==> src/rtl/lab_fsm_pkg.sv <==
// rtl/lab_fsm_pkg.sv - shared constants for the Mealy sequence lab: feeder states, defaults, FSM state codes
package lab_fsm_pkg;

    // Feeder state encoding (two-state control FSM)
    localparam logic FEED_IDLE  = 1'b0;
    localparam logic FEED_SHIFT = 1'b1;

    // Default feeder geometry
    localparam int DEF_WIDTH = 8;
    localparam int DEF_CNT_W = 8;

    // Mealy sequence FSM state codes, so benches can decode its state next to the feeder
    localparam logic [2:0] S0 = 3'd0;
    localparam logic [2:0] S1 = 3'd1;
    localparam logic [2:0] S2 = 3'd2;
    localparam logic [2:0] S3 = 3'd3;
    localparam logic [2:0] S4 = 3'd4;
    localparam logic [2:0] S5 = 3'd5;

endpackage

==> src/rtl/mealy_bit_feeder.sv <==
// rtl/mealy_bit_feeder.sv - parallel-to-serial word feeder for the Mealy sequence FSM
module mealy_bit_feeder
    import lab_fsm_pkg::*;
#(
    parameter int WIDTH     = DEF_WIDTH,
    parameter int MSB_FIRST = 1,
    parameter int CNT_W     = DEF_CNT_W
) (
    input  logic             clk,
    input  logic             rst,
    input  logic             load_valid,
    input  logic [WIDTH-1:0] load_word,
    output logic             load_ready,
    input  logic             flush,
    output logic             bit_out,
    output logic             bit_valid,
    output logic             last_bit,
    output logic             busy,
    output logic [CNT_W-1:0] words_sent
);

    localparam int IDX_W = (WIDTH > 1) ? $clog2(WIDTH) : 1;
    localparam logic [IDX_W-1:0] IDX_LAST = IDX_W'(WIDTH - 1);

    logic             state_q,     state_d;
    logic [WIDTH-1:0] shreg_q,     shreg_d;
    logic [IDX_W-1:0] idx_q,       idx_d;
    logic             bit_out_q,   bit_out_d;
    logic             bit_valid_q, bit_valid_d;
    logic             last_bit_q,  last_bit_d;
    logic [CNT_W-1:0] cnt_q,       cnt_d;

    logic at_last;
    logic accept;

    // Handshake: a new word may enter when idle or while the final bit of the current word is on the line
    always_comb begin
        at_last    = (state_q == FEED_SHIFT) && (idx_q == IDX_LAST);
        load_ready = !rst && !flush && ((state_q == FEED_IDLE) || at_last);
        accept     = load_valid && load_ready;
    end

    // Next-state logic: flush beats accept beats normal shifting; reset is applied in the register block
    always_comb begin
        state_d     = state_q;
        shreg_d     = shreg_q;
        idx_d       = idx_q;
        bit_out_d   = bit_out_q;
        bit_valid_d = bit_valid_q;
        last_bit_d  = last_bit_q;
        cnt_d       = cnt_q;

        if (flush) begin
            // Abandon the word; the counter only counts words that were fully shifted
            state_d     = FEED_IDLE;
            idx_d       = '0;
            bit_out_d   = 1'b0;
            bit_valid_d = 1'b0;
            last_bit_d  = 1'b0;
        end else if (accept) begin
            // First bit goes straight to the output register; the rest waits in shreg
            if (at_last) begin
                cnt_d = cnt_q + CNT_W'(1);
            end
            state_d     = FEED_SHIFT;
            idx_d       = '0;
            bit_valid_d = 1'b1;
            last_bit_d  = 1'b0;
            if (MSB_FIRST != 0) begin
                bit_out_d = load_word[WIDTH-1];
                shreg_d   = load_word << 1;
            end else begin
                bit_out_d = load_word[0];
                shreg_d   = load_word >> 1;
            end
        end else if (state_q == FEED_SHIFT) begin
            if (at_last) begin
                // Word complete with nothing queued behind it
                cnt_d       = cnt_q + CNT_W'(1);
                state_d     = FEED_IDLE;
                idx_d       = '0;
                bit_out_d   = 1'b0;
                bit_valid_d = 1'b0;
                last_bit_d  = 1'b0;
            end else begin
                idx_d       = idx_q + IDX_W'(1);
                bit_valid_d = 1'b1;
                last_bit_d  = ((idx_q + IDX_W'(1)) == IDX_LAST);
                if (MSB_FIRST != 0) begin
                    bit_out_d = shreg_q[WIDTH-1];
                    shreg_d   = shreg_q << 1;
                end else begin
                    bit_out_d = shreg_q[0];
                    shreg_d   = shreg_q >> 1;
                end
            end
        end
    end

    // State registers with synchronous active-high reset
    always_ff @(posedge clk) begin
        if (rst) begin
            state_q     <= FEED_IDLE;
            shreg_q     <= '0;
            idx_q       <= '0;
            bit_out_q   <= 1'b0;
            bit_valid_q <= 1'b0;
            last_bit_q  <= 1'b0;
            cnt_q       <= '0;
        end else begin
            state_q     <= state_d;
            shreg_q     <= shreg_d;
            idx_q       <= idx_d;
            bit_out_q   <= bit_out_d;
            bit_valid_q <= bit_valid_d;
            last_bit_q  <= last_bit_d;
            cnt_q       <= cnt_d;
        end
    end

    // Registered outputs; busy is the control state itself
    always_comb begin
        bit_out    = bit_out_q;
        bit_valid  = bit_valid_q;
        last_bit   = last_bit_q;
        busy       = (state_q == FEED_SHIFT);
        words_sent = cnt_q;
    end

endmodule
==> config.mk <==
export PLATFORM = sky130hd
export DESIGN_NAME = mealy_bit_feeder
export DESIGN_NICKNAME = d
export VERILOG_FILES = /design/src/rtl/lab_fsm_pkg.sv /design/src/rtl/mealy_bit_feeder.sv
export SDC_FILE = /design/constraint.sdc
export NUM_CORES = 1
export LEC_CHECK = 0
export ABC_AREA = 1
export BUFFER_PORTS_ARGS = -buffer_cell sky130_fd_sc_hd__buf_4
export CAP_MARGIN = 5
export CORE_AREA = 2 2 51 53
export DETAILED_ROUTE_END_ITERATION = 8
export DIE_AREA = 0 0 53 55
export PLACE_DENSITY = 0.71
export SKIP_CTS_REPAIR_TIMING = 1
export SLEW_MARGIN = 10
export SYNTH_ARGS = -nofsm -noshare
export SYNTH_HDL_FRONTEND = slang
export SYNTH_SLANG_ARGS = --single-unit
export TNS_END_PERCENT = 30
==> constraint.sdc <==
create_clock -name clk -period 2.7 [get_ports clk]
set_input_delay 0.54 -clock clk [delete_from_list [all_inputs] [get_ports clk]]
set_output_delay 0.54 -clock clk [all_outputs]
set_load 0.01 [all_outputs]
# == After elaboration in Yosys (flattened, before gate mapping) ==
# Index checks and enable logic that the tools add are counted.
# totals
regBits,23
inputBits,12
# op_classes
add_sub_neg,2
n_eq_ne,3
muxes,16
n_bitwise,2
reduce_logical,12
# op_table
operator,count
$mux 8,6
$mux 1,9
$add 8x1->8 const B,1
$eq 3x3->1 const B,2
$logic_and 1x1->1,4
$add 3x1->3 const B,1
$mux 3,1
$reduce_and 3->1,1
$reduce_or 3->1,1
$logic_not 1->1,2
$ne 2x1->1 const B,1
$not 1->1,2
$reduce_and 2->1,1
$reduce_bool 2->1,1
$reduce_or 2->1,1
$logic_or 1x1->1,1

# == Longest topological paths before layout ==
# logic_depth
depth_word,7
depth_mapped,10
ltp_nobuf,9

# == Least setup slack after synthesis ==
# OpenSTA, ideal clock, no wires.
# synth_timing
path_kind,register to output
from,register idx_q[0]
to,output load_ready
arrival_ns,1.186
slack_ns,0.974
path_stages_with_launch,8
path_cell_list,dfxtp_1 ha_1 ha_1 inv_1 nand2_1 buf_2 inv_2 nor2_1
# synth_between
elab_chain_cells,4
# synth_rtl
element,line_no,rtl
start: declaration,mealy_bit_feeder.sv:27,"logic [IDX_W-1:0] idx_q, idx_d;"
start signal: assignment,mealy_bit_feeder.sv:113,idx_q <= idx_d;
$eq 3x3->1,mealy_bit_feeder.sv:38,at_last = (state_q == FEED_SHIFT) && (idx_q == IDX_LAST);
$logic_and 1x1->1,mealy_bit_feeder.sv:38,
$logic_or 1x1->1,mealy_bit_feeder.sv:39,load_ready = !rst && !flush && ((state_q == FEED_IDLE) || at_last);
$logic_and 1x1->1,mealy_bit_feeder.sv:39,
end: declaration,mealy_bit_feeder.sv:13,"output logic load_ready,"
# Every way passes these cells.

# == Worst setup path after layout ==
# layout_timing
from,register idx_q[1]
to,output load_ready
# Same word-level chain as after synthesis.

==> reports/summary.log <==
qor: worst_setup_path.timing.critical_path.fanout_max 11
qor: worst_setup_path.worstSetupEndpointType output port
qor: sta.setup_viol 0
qor: logic_synthesis.netlist-cell-type-count 20
qor: placed_design.gp_routability_congestion 0.8222
qor: outcome.status completed
qor: placed_design.placed_area 1305 um^2
qor: clock_tree.cts_tree done
qor: cells_and_area.area_delta_synth_final 19.35%
qor: cells_and_area.finish.instance_area 1328 um^2
qor: sta.timing.final.crit_share 85.75%
qor: pwr.static-leakage-power 0.6850 nW
qor: sta.slew_violations 0
qor: worst_setup_path.critical_path_required 2160 ps
qor: worst_setup_path.crit_path_start_kind flip-flop
qor: worst_setup_path.arrival 1780 ps
qor: cells_and_area.antenna_cells 0
qor: logic_synthesis.syn-cell-area 1112 um^2
qor: clock_tree.max-clock-path-buffers 2
qor: flow_run.max_cap_viol_count 0
qor: clock_tree.clock_tree.htree_level_count 1
qor: logic_synthesis.top_cell_types_by_occurrence_after_synthesis 50 x sky130_fd_sc_hd__nand2_1, 25 x sky130_fd_sc_hd__inv_1, 22 x sky130_fd_sc_hd__dfxtp_1, 22 x sky130_fd_sc_hd__nor2_1, 9 x sky130_fd_sc_hd__a21oi_1
qor: logic_synthesis.syn_area_per_cell 6.621 um^2
qor: sta.post-route-min-period 2315 ps
qor: cells_and_area.layout.core_utilization 56.14%
qor: grt.grt_antenna_before_repair 0
qor: grt.grt_max_degree 16
qor: drt.drt_iter0_drc 22
qor: floorplan.num_io_pins 25
qor: min_path.holdCritStartpoint rst
qor: min_path.tightest_hold_check_type in -> reg
qor: logic_synthesis.ys_warn_count 0
qor: drt.route.detailed.drc 0
qor: floorplan.die_span_x 53 um
qor: floorplan.placeable_core_region 2365 um^2
qor: cells_and_area.fin_nets 209
qor: worst_setup_path.crit_path_start idx_q[1]
qor: logic_synthesis.synth_top_area_share 39.60%
qor: clock_tree.clk_pin_slew 120 ps
qor: drt.drt_first_pass_iters 6
qor: cells_and_area.post_route_cells_drive_above_1_share 19.90%
qor: clock_tree.clock_tree.root_cell sky130_fd_sc_hd__clkbuf_4
qor: logic_synthesis.synth.net_count 184
qor: placed_design.post-dp-hpwl 1693 um
qor: clock_tree.cts_sinks 22
qor: floorplan.die_h 55 um
qor: logic_synthesis.post-synth-top-area-cell sky130_fd_sc_hd__dfxtp_1
qor: pwr.ir_worst_vdd 311.3 uV
qor: sta.slew_headroom 75.28%
qor: drt.detail_route.wl_per_cell 10.19 um
qor: floorplan.fp-row-count 18
qor: logic_synthesis.synth_top_flop_cell sky130_fd_sc_hd__dfxtp_1
qor: logic_synthesis.yosys_register_bits 22
qor: sta.fin_worst_skew 1.659 ps
qor: drt.totalWireLength 2253 um
qor: drt.dr_total_vias 1041
qor: drt.detail_route_antenna_nets 0
qor: sta.rsz0062_at_grt no
qor: grt.grt_first_pass_wirelength 3822 um
qor: sta.finalHoldViolCount 0
qor: clock_tree.cts_buffers 3
qor: pwr.power_per_standard_cell_area 405.9 nW/um^2
qor: worst_setup_path.crit_type reg -> out
qor: grt.groute.usage.overall 17.88%
qor: drt.drt-vias-per-instance 4.710
qor: sta.worst_slew_pin_slew 369.9 ps
qor: sta.fmaxAchievable 431.9 MHz
qor: sta.fin_tns_setup 0 ps
qor: logic_synthesis.synth_enable_flop_cells 0
qor: logic_synthesis.synthMostInstantiatedCell sky130_fd_sc_hd__nand2_1
qor: floorplan.initial_core_util 47.04%
qor: logic_synthesis.netlist_top_cells_area sky130_fd_sc_hd__dfxtp_1 40%, sky130_fd_sc_hd__nand2_1 17%, sky130_fd_sc_hd__inv_1 8.4%
qor: clock_tree.clock_insertion_delay_worst_skew 300 ps
qor: sta.fin_worst_hold_slack 413.8 ps
qor: grt.grt_pass1_vias 942
qor: logic_synthesis.sequential_cell_area_fraction_in_the_yosys_report 39.60%
qor: logic_synthesis.postSynthCellCount 168
qor: logic_synthesis.asyncSetResetFlopFracSynth 0%
qor: grt.grt_remaining_overflow 0
qor: placed_design.numPortBuffers 24
qor: floorplan.floorplan.die_area 2915 um^2
qor: worst_setup_path.crit-reg2reg-launch idx_q[1]
## where the power goes
part	internal [mW]	switching (mW)	leakage [nW]
combinational	0.0247	0.0328	0.493
clock	0.0521	0.0955	0.0138
sequential	0.331	0.00307	0.178
total	0.407	0.131	0.685
## cells in the final DEF, fill, tap and decap left out
| cell | count |
|---|---|
| sky130_fd_sc_hd__nor2_1 | 22 |
| sky130_fd_sc_hd__ha_1 | 4 |
| sky130_fd_sc_hd__nand4_1 | 8 |
| sky130_fd_sc_hd__o21ai_2 | 1 |
| sky130_fd_sc_hd__a21oi_1 | 9 |
| sky130_fd_sc_hd__inv_2 | 4 |
| sky130_fd_sc_hd__o21ai_0 | 3 |
| sky130_fd_sc_hd__nand3_2 | 2 |
| sky130_fd_sc_hd__buf_4 | 24 |
| sky130_fd_sc_hd__inv_1 | 25 |
| sky130_fd_sc_hd__dfxtp_1 | 22 |
| sky130_fd_sc_hd__or2_2 | 1 |
| sky130_fd_sc_hd__nor2_2 | 2 |
| sky130_fd_sc_hd__o21a_1 | 1 |
| sky130_fd_sc_hd__nand2_2 | 1 |
| sky130_fd_sc_hd__clkbuf_4 | 3 |
| sky130_fd_sc_hd__nand3_1 | 8 |
| sky130_fd_sc_hd__o22ai_1 | 1 |
| sky130_fd_sc_hd__nand2_1 | 50 |
## worst paths after layout
path	end	slack, ps	cells past startpoint
worst max-delay path	load_ready	380	7
worst min-delay path	busy	410	2
worst max register to register	shreg_q[2]	1010	9
worst min register to register	shreg_q[1]	480	2
## metal layers
layer	vias to the layer above	global-route usage, %	routed length [um]
met3	5	2.419	67
met4	0	7.692	43
li1	565	-	-
met1	455	22.67	1056
met5	-	0	0
met2	16	30.63	1085
## metrics by stage
stage	setup WS, ps	cells	power (mW)
floorplan	974.0	168	0.3772
global placement	806.3	218	0.3978
detailed placement	719.7	218	0.3988
CTS	367.8	221	0.5452
global route	222.9	221	0.5611
finish	384.9	221	0.5388
## kinds of logic after synthesis
group	after synthesis	synth area share (%)
AOI/OAI and AO/OA	15	7.424
DFF	22	39.59
and+or+nand+nor	94	36.45
buffers and inverters	33	12.04
adders and majority gates	4	4.500
## layout make-up
cell class | instances | area (um^2)
clock buffer | 3 | 22.52
fill | 245 | 1037
inverter | 29 | 108.9
multi-input combinational | 113 | 538.0
sequential | 22 | 440.4
tap | 30 | 37.54
timing repair buffer | 24 | 180.2
## registers in the layout, indices dropped and copies added (netlist names)
register / count
last_bit: 1
shreg_q: 7
idx_q: 3
bit_valid: 1
bit_out: 1
words_sent: 8
busy: 1
## critical path, cell delays in order (launching register included)
cell and delay [ps]:
sky130_fd_sc_hd__dfxtp_1 390, sky130_fd_sc_hd__ha_1 160, sky130_fd_sc_hd__ha_1 180, sky130_fd_sc_hd__inv_1 50
sky130_fd_sc_hd__nand2_1 280, sky130_fd_sc_hd__inv_2 100, sky130_fd_sc_hd__nor2_1 160, sky130_fd_sc_hd__buf_4 150
No activity file was read; power rests on OpenSTA's default activity.
